==> config.mk <==
export PLATFORM = sky130hd
export DESIGN_NAME = sound_frame_scheduler
export DESIGN_NICKNAME = d
export VERILOG_FILES = /design/src/rtl/sound_pkg.sv /design/src/rtl/sound_frame_scheduler_tick_divider.sv /design/src/rtl/sound_frame_scheduler.sv
export SDC_FILE = /design/constraint.sdc
export NUM_CORES = 1
export LEC_CHECK = 0
export ABC_CLOCK_PERIOD_IN_PS = 2000
export CAP_MARGIN = 20
export CORE_MARGIN = 2
export CORE_UTILIZATION = 51
export DETAILED_ROUTE_END_ITERATION = 10
export GPL_TIMING_DRIVEN = 0
export PLACE_DENSITY_LB_ADDON = 0.25
export SETUP_SLACK_MARGIN = 0.02
export SLEW_MARGIN = 10
export SYNTH_ARGS = -nofsm -noshare
export SYNTH_HDL_FRONTEND = slang
export SYNTH_HIERARCHICAL = 1
export SYNTH_SLANG_ARGS = --single-unit
==> constraint.sdc <==
create_clock -name clk -period 2 [get_ports clk]
set_input_delay 0.4 -clock clk [delete_from_list [all_inputs] [get_ports clk]]
set_output_delay 0.4 -clock clk [all_outputs]
set_load 0.03 [all_outputs]
==> src/rtl/sound_pkg.sv <==
// Shared types and constants for the sound-to-LED frame scheduler.
package sound_pkg;

  typedef enum logic [1:0] {
    IDLE    = 2'd0,
    CAPTURE = 2'd1,
    COMMIT  = 2'd2
  } state_t;

  localparam logic [3:0] AN_DIG0 = 4'b1110;
  localparam logic [3:0] AN_DIG1 = 4'b1101;
  localparam logic [3:0] AN_DIG2 = 4'b1011;
  localparam logic [3:0] AN_DIG3 = 4'b0111;

  localparam int FRAME_BITS_DEF = 8;

endpackage

==> src/rtl/sound_frame_scheduler_tick_divider.sv <==
// Free-running clock-enable generator: tick is high for one cycle every DIV+1 cycles.
module tick_divider #(
  parameter int DIV = 2
) (
  input  logic clk,
  input  logic rst,
  output logic tick
);

  localparam int CW = (DIV > 0) ? $clog2(DIV + 1) : 1;

  logic [CW-1:0] cnt;

  always_ff @(posedge clk or posedge rst) begin
    if (rst) begin
      cnt <= '0;
    end else if (cnt == CW'(DIV)) begin
      cnt <= '0;
    end else begin
      cnt <= cnt + 1'b1;
    end
  end

  assign tick = (cnt == CW'(DIV));

endmodule

==> src/rtl/sound_frame_scheduler.sv <==
// Single-clock sound sampler: assembles aout samples into frames, commits them to the LED bar
// and scans the anodes. Define PEAK_HOLD_EN to hold peaks for HOLD_FRAMES commits.
module sound_frame_scheduler
  import sound_pkg::*;
#(
  parameter int SAMPLE_DIV  = 6944,
  parameter int SCAN_DIV    = 100000,
  parameter int FRAME_BITS  = FRAME_BITS_DEF,
  parameter int HOLD_FRAMES = 4
) (
  input  logic                  clk,
  input  logic                  rst,
  input  logic                  en,
  input  logic                  aout,
  input  logic                  dout,
  output logic [FRAME_BITS-1:0] led,
  output logic                  frame_valid,
  output logic                  sound_det,
  output logic [3:0]            an,
  output logic                  sample_tick,
  output logic                  scan_tick,
  output logic                  busy,
  output state_t                state
);

  localparam int BW = $clog2(FRAME_BITS + 1);

  logic                  aout_m;
  logic                  aout_s;
  logic                  dout_m;
  state_t                state_next;
  logic [BW-1:0]         bit_cnt;
  logic [BW-1:0]         bit_cnt_next;
  logic [FRAME_BITS-1:0] shift_reg;
  logic [FRAME_BITS-1:0] shift_next;
  logic                  commit;

  tick_divider #(.DIV(SAMPLE_DIV)) u_sample_div (
    .clk  (clk),
    .rst  (rst),
    .tick (sample_tick)
  );

  tick_divider #(.DIV(SCAN_DIV)) u_scan_div (
    .clk  (clk),
    .rst  (rst),
    .tick (scan_tick)
  );

  // Two-flop synchronizers for the asynchronous comparator and detector bits.
  always_ff @(posedge clk or posedge rst) begin
    if (rst) begin
      aout_m    <= 1'b0;
      aout_s    <= 1'b0;
      dout_m    <= 1'b0;
      sound_det <= 1'b0;
    end else begin
      aout_m    <= aout;
      aout_s    <= aout_m;
      dout_m    <= dout;
      sound_det <= dout_m;
    end
  end

  always_ff @(posedge clk or posedge rst) begin
    if (rst) begin
      an <= AN_DIG0;
    end else if (scan_tick) begin
      case (an)
        AN_DIG0: an <= AN_DIG1;
        AN_DIG1: an <= AN_DIG2;
        AN_DIG2: an <= AN_DIG3;
        default: an <= AN_DIG0;
      endcase
    end
  end

  always_ff @(posedge clk or posedge rst) begin
    if (rst) begin
      state     <= IDLE;
      bit_cnt   <= '0;
      shift_reg <= '0;
    end else begin
      state     <= state_next;
      bit_cnt   <= bit_cnt_next;
      shift_reg <= shift_next;
    end
  end

  always_comb begin
    state_next   = state;
    bit_cnt_next = bit_cnt;
    shift_next   = shift_reg;
    commit       = 1'b0;
    case (state)
      IDLE: begin
        bit_cnt_next = '0;
        if (en) state_next = CAPTURE;
      end
      CAPTURE: begin
        if (!en) begin
          // Abort: partial frame is dropped, the LED bar keeps the last commit.
          state_next   = IDLE;
          bit_cnt_next = '0;
        end else if (sample_tick) begin
          shift_next   = {shift_reg[FRAME_BITS-2:0], aout_s};
          bit_cnt_next = bit_cnt + 1'b1;
          if (bit_cnt == BW'(FRAME_BITS - 1)) state_next = COMMIT;
        end
      end
      COMMIT: begin
        commit       = 1'b1;
        bit_cnt_next = '0;
        state_next   = en ? CAPTURE : IDLE;
      end
      default: begin
        state_next   = IDLE;
        bit_cnt_next = '0;
      end
    endcase
  end

  assign frame_valid = (state == COMMIT);
  assign busy        = (state == CAPTURE) && (bit_cnt != '0);

`ifdef PEAK_HOLD_EN
  localparam int HW = $clog2(HOLD_FRAMES + 1);

  logic [HW-1:0] hold_cnt;

  // New lit bits stick immediately; a quieter frame only replaces the bar after the hold expires.
  always_ff @(posedge clk or posedge rst) begin
    if (rst) begin
      led      <= '0;
      hold_cnt <= '0;
    end else if (commit) begin
      if ((shift_reg & ~led) != '0) begin
        led      <= led | shift_reg;
        hold_cnt <= '0;
      end else if (hold_cnt == HW'(HOLD_FRAMES - 1)) begin
        led      <= shift_reg;
        hold_cnt <= '0;
      end else begin
        hold_cnt <= hold_cnt + 1'b1;
      end
    end
  end
`else
  always_ff @(posedge clk or posedge rst) begin
    if (rst) begin
      led <= '0;
    end else if (commit) begin
      led <= shift_reg;
    end
  end
`endif

endmodule

# ---- After elaboration in Yosys (flattened, before gate mapping)
# Index checks and enable logic that the tools add are counted.
dict set report totals {
  regBits 60
  inputBits 5
  out_inout_bits 19
  wordCells 43
}
dict set report classes {
  n_addsub 3
  eq_ne 11
  mux 13
  reduce_logical 5
}
# operator n
set ops {}
lappend ops {{17-bit by 1-bit adder with 17-bit output (second input constant)} 1}
lappend ops {{17-bit equality test (second input constant)} 1}
lappend ops {{17-bit 2-to-1 mux} 1}
lappend ops {{13-bit by 1-bit adder with 13-bit output (second input constant)} 1}
lappend ops {{13-bit equality test (second input constant)} 1}
lappend ops {{13-bit 2-to-1 mux} 1}
lappend ops {{4-bit equality test (second input constant)} 3}
lappend ops {{4-bit 2-to-1 mux} 3}
lappend ops {{4-bit case mux with 3 select lines} 1}
lappend ops {{2-bit 2-to-1 mux} 4}
lappend ops {{3-bit != test (second input constant)} 2}
lappend ops {{2-bit case mux with 3 select lines} 1}
lappend ops {{3-bit AND reduction} 2}
lappend ops {{4-bit by 1-bit adder with 4-bit output (second input constant)} 1}
lappend ops {{4-bit by 3-bit equality test with 1-bit output (second input constant)} 1}
lappend ops {{4-bit nonzero test} 1}
lappend ops {{2-bit by 1-bit equality test with 1-bit output (second input constant)} 1}
lappend ops {{2-bit equality test (second input constant)} 1}
lappend ops {{2-bit zero test} 1}
lappend ops {{1-bit 2-to-1 mux} 2}
lappend ops {{2-bit != test (second input constant)} 1}
lappend ops {{1-bit logical AND} 1}

# ---- Depth between registers and ports, before layout
# Gate-level depths: netlist (run 1).
dict set report logic_depth {
  depth_word 5
  depth_mapped 8
  ltp_nobuf 7
}

# ---- Cells and area by module
# The synthesis (run 1) kept the hierarchy.
# mod instances cells_per_inst area_each_um2 seq_area_each_um2
set by_module_without_submodules {}
lappend by_module_without_submodules {sound_frame_scheduler 1 87 1217.4 754.5}
lappend by_module_without_submodules {{tick_divider (u_scan_div)} 1 78 838.3 425.4}
lappend by_module_without_submodules {{tick_divider (u_sample_div)} 1 60 641.9 325.3}

# ---- Least setup slack after synthesis (run 1)
# OpenSTA, ideal clock, no wires.
dict set report synth_path {
  path_kind {register -> register}
  from {reg u_sample_div.cnt[6]}
  to {reg shift_reg[0]}
  setup_time_ns 0.125
  arrival_time_ns 2.261
  required_ns 1.875
  setup_slack_ns -0.386
  stages_incl_launch_ff 6
  n_path_buf 1
  period_less_slack_ns 2.386
  cell_sequence {dfrtp_1 -> or4b_1 -> nor4_4 -> buf_4 -> nand4b_4 -> mux2_2}
}
dict set report synth_via {
  elab_chain_len 2
}
# element line
set synth_lines {}
lappend synth_lines {{from (decl)} sound_frame_scheduler_tick_divider.sv:12} ;# logic [CW-1:0] cnt;
lappend synth_lines {{from (signal assigned)} sound_frame_scheduler_tick_divider.sv:20} ;# cnt <= cnt + 1'b1;
lappend synth_lines {{13-bit equality test} sound_frame_scheduler_tick_divider.sv:24} ;# assign tick = (cnt == CW'(DIV));
lappend synth_lines {{net sample_tick} sound_frame_scheduler.sv:20} ;# output logic sample_tick,
lappend synth_lines {{3-bit AND reduction (no source line)} n/a}
lappend synth_lines {{to (signal assigned)} sound_frame_scheduler.sv:86} ;# shift_reg <= shift_next;
lappend synth_lines {{to (decl)} sound_frame_scheduler.sv:34} ;# logic [FRAME_BITS-1:0] shift_reg;
# The timed path passes the listed nets, and every way through them passes these cells.
# A chain may end at the register's enable or synchronous reset.

# ---- Worst setup path in the final report (run 1)
dict set report layout_path {
  from {reg u_sample_div.cnt[6]}
  to {out sample_tick}
}
dict set report layout_via {
  elab_chain_len 1
}
# element line
set layout_lines {}
lappend layout_lines {{13-bit equality test} sound_frame_scheduler_tick_divider.sv:24}
lappend layout_lines {{to (decl)} sound_frame_scheduler.sv:20}
# No other way between the ends.

==> run metrics, run 1 <==
status finished, violations left; violated checks setup timing; fmax 0.480 GHz; first-pass GRT wire length 8460 um; crit path max fanout 2; vias 1826; Most used DFF post-synth dfrtp_1; maximum VDD drop 0.000586 V; worst-margin pin slew 652 ps; RSZ-0062 raised after global routing true; site row count 26; fin crit period 2080 ps; DR WL/cell 14.1 um; Worst path slowest cell or4b_4; # IOs 24; commonest non-fill, non-tap cell in the layout dfrtp_1; Vias/cell 5.23; Overall Global Routing Usage 18.5%; H-tree level count 3; max-cap viol count 0; Seq/Total Area, Yosys 55.8%; Post-Route WL 4920 um; final setup vio count 9; Largest register FFs 17; reg2reg start u_sample_div/cnt[6]; gpl congestion 0.773; layout cells sized above 1 23.7%; TritonRoute pass-1 iters 4; largest net degree at the start of global routing 19; count of input and output buffers 23; Overflow after GRT 0; Critical Path Max Stage Delay 550 ps; core box area 5110 sq um; critical-path cell list or4b_4 -> nor4_4 -> buf_6; Worst Hold Path Cells 0; root buffer cell clkbuf_8; nets@finish 285; most frequent cells in the layout dfrtp_1 (56), nor2_1 (18), clkdlybuf4s50_1 (16), mux2_2 (15); Setup crit end kind output pin; Internal 1.89 mW; r2r endpoint shift_reg[5]; Yosys warning count 6; Hold Slack 348 ps; post-synthesis average cell area 12.0 sq um; FFs w/ async S/R, synth 100%; flop-to-flop setup slack -40 ps; Layout area overhead 25.7%; period utilization 104%; clock network fraction of total power 45.2%; Leakage 1.61 nW; Crit Path Category reg2out; CP top delay family simple AND/OR/NAND/NOR gates; Top reg by flops u_scan_div/cnt; starting density of the core 52.8%; Worst-path clk slew 60 ps; cts bufs inserted 9; CP Buf/Inv Count 1; arrival time of the worst setup path 1680 ps; # diodes 0; worst hold-check path type reg2reg; combinational share of power 3.0%; Synth Cell Area 2700 sq um; biggest regs u_scan_div/cnt: 17 flops, u_sample_div/cnt: 13 flops; number of global-route vias before repair 1778; Routed Antenna Nets 0; Net Sw Frac 20.0%; CTS tree built; full die area 5890 sq um; Slew HR 56.5%; flops & latches, synth 60; P per Cell Area 698 nW/um^2; clock skew 5.00 ps; initial antenna violation count 0; Total Power 2.37 mW; syn nets 236; Post-synth EDFFs 0; die width 76.7 um; dpl hpwl 3140 um; total net switching power 0.474 mW; sequential share of power 51.8%; min-delay src dout_m; DRC Markers 0; pre-CTS WS -635 ps; # hold bufs at CTS 0; Die Y 76.7 um; final slew viol count 0; count of mapped cells out of synthesis 225; R2R cell count 5; DRT iter0 DRCs 64; setup TNS -194 ps; CTS Sinks 60; Clk Latency, worst-skew pair 330 ps; Max clock buf depth 2; Hold Path Sink sound_det; CP required 1600 ps; Netlist cell types 45; final hold viol count 0; Worst Setup Slack, final -83.7 ps; Setup crit start kind flop
-- cells by family (layout without fill, tap and decap cells) --
family	count (synthesis)	after routing	share of synthesized area, %
and+or+nand+nor	81	81	19.2
DFF	60	60	55.8
AOI/OAI and AO/OA	22	22	5.15
xor gates and xnor gates	21	21	6.82
buffers and inverters	18	72	3.25
muxes	17	17	7.05
adders and majority gates	6	6	2.78
-- final cells by class --
cell class | count | area, sq um
Clock inverter | 1 | 30.0
Timing Repair Buffer | 39 | 377
Clock buffer | 15 | 166
Multi-Input combinational cell | 147 | 1140
Buffer | 3 | 33.8
Fill cell | 394 | 1720
Tap cell | 70 | 87.6
Inverter | 14 | 52.6
Sequential cell | 60 | 1510
-- power groups by stage --
stage | sequential [mW] | clock [mW] | combinational [mW]
3_5_place_dp | 1.25 | 0 | 0.0719
5_1_grt | 1.23 | 1.16 | 0.0791
3_3_place_gp | 1.25 | 0 | 0.0648
4_1_cts | 1.23 | 1.11 | 0.0722
2_1_floorplan | 1.26 | 0 | 0.0302
6_report | 1.23 | 1.07 | 0.0699
-- worst max-delay path by stage --
stage / from / end / slack [ps] / depth (start not counted)
6_report: u_sample_div/cnt[6] / sample_tick / -80 / 3
5_1_grt: u_sample_div/cnt[0] / sample_tick / -170 / 5
4_1_cts: u_sample_div/cnt[6] / sample_tick / -200 / 3
3_5_place_dp: u_sample_div/cnt[6] / sample_tick / -630 / 3
3_3_place_gp: u_sample_div/cnt[6] / sample_tick / -600 / 3
2_1_floorplan: u_sample_div/cnt[6] / shift_reg[0] / -370 / 5
-- timing repair --
| action | 4_1_cts | 5_1_grt |
|---|---|---|
| setup buffers | 9 | 7 |
| cloned | 0 | 0 |
| gates resized for setup | 22 | 10 |
| endpoints found under the setup margin | 20 | 22 |
| pin swaps | 3 | 3 |
-- worst reg2reg max path, cell delays in order (launching register included) --
cell,delay (ps)
dfrtp_1,390
or4b_4,550
nor4_4,240
buf_4,210
nand4b_4,190
mux2_4,350
-- metal layers --
layer	share of wire, %	track usage, %	up-vias
met4	1.1	6.73	0
met1	44	22.9	888
li1	-	-	894
met5	0	0	-
met2	50	29.9	39
met3	4.6	6.71	5
-- cells in the mapped netlist, types with 2 or more instances --
cell type | instances | area, sq um
dfstp_2 | 3 | 78.8
ha_1 | 6 | 75.1
buf_6 | 2 | 22.5
nand2_1 | 11 | 41.3
nand3_1 | 6 | 30.0
or3_1 | 5 | 31.3
inv_1 | 14 | 52.6
xor2_1 | 11 | 96.3
o21ai_0 | 5 | 25.0
or4_1 | 3 | 22.5
nand4_1 | 9 | 56.3
dfrtp_1 | 57 | 1430
o31ai_1 | 4 | 30.0
nor4bb_1 | 3 | 30.0
mux2_2 | 16 | 180
nor2_1 | 18 | 67.6
nor2b_1 | 4 | 25.0
xnor2_1 | 10 | 87.6
a21oi_1 | 8 | 40.0
nor3_1 | 2 | 10.0
nand2b_1 | 3 | 18.8
nor4_1 | 2 | 12.5
-- metrics by stage --
stage | std cells | utilization, % | instance area [sq um]
2_1_floorplan | 225 | - | 2700
3_3_place_gp | 318 | 59.1 | 3020
3_5_place_dp | 319 | 59.7 | 3050
4_1_cts | 343 | 64.8 | 3310
5_1_grt | 349 | 66.4 | 3390
6_report | 349 | 66.4 | 3390
No activity file was read; power rests on OpenSTA's default activity.
==> run 2, diff against run 1 <==
ABC_CLOCK_PERIOD_IN_PS = unset   (was 2000)
CTS_CLUSTER_DIAMETER = 50   (was unset)
==> results of run 2 <==
The final DEF is identical to that of run 1; final timing and power are the same.
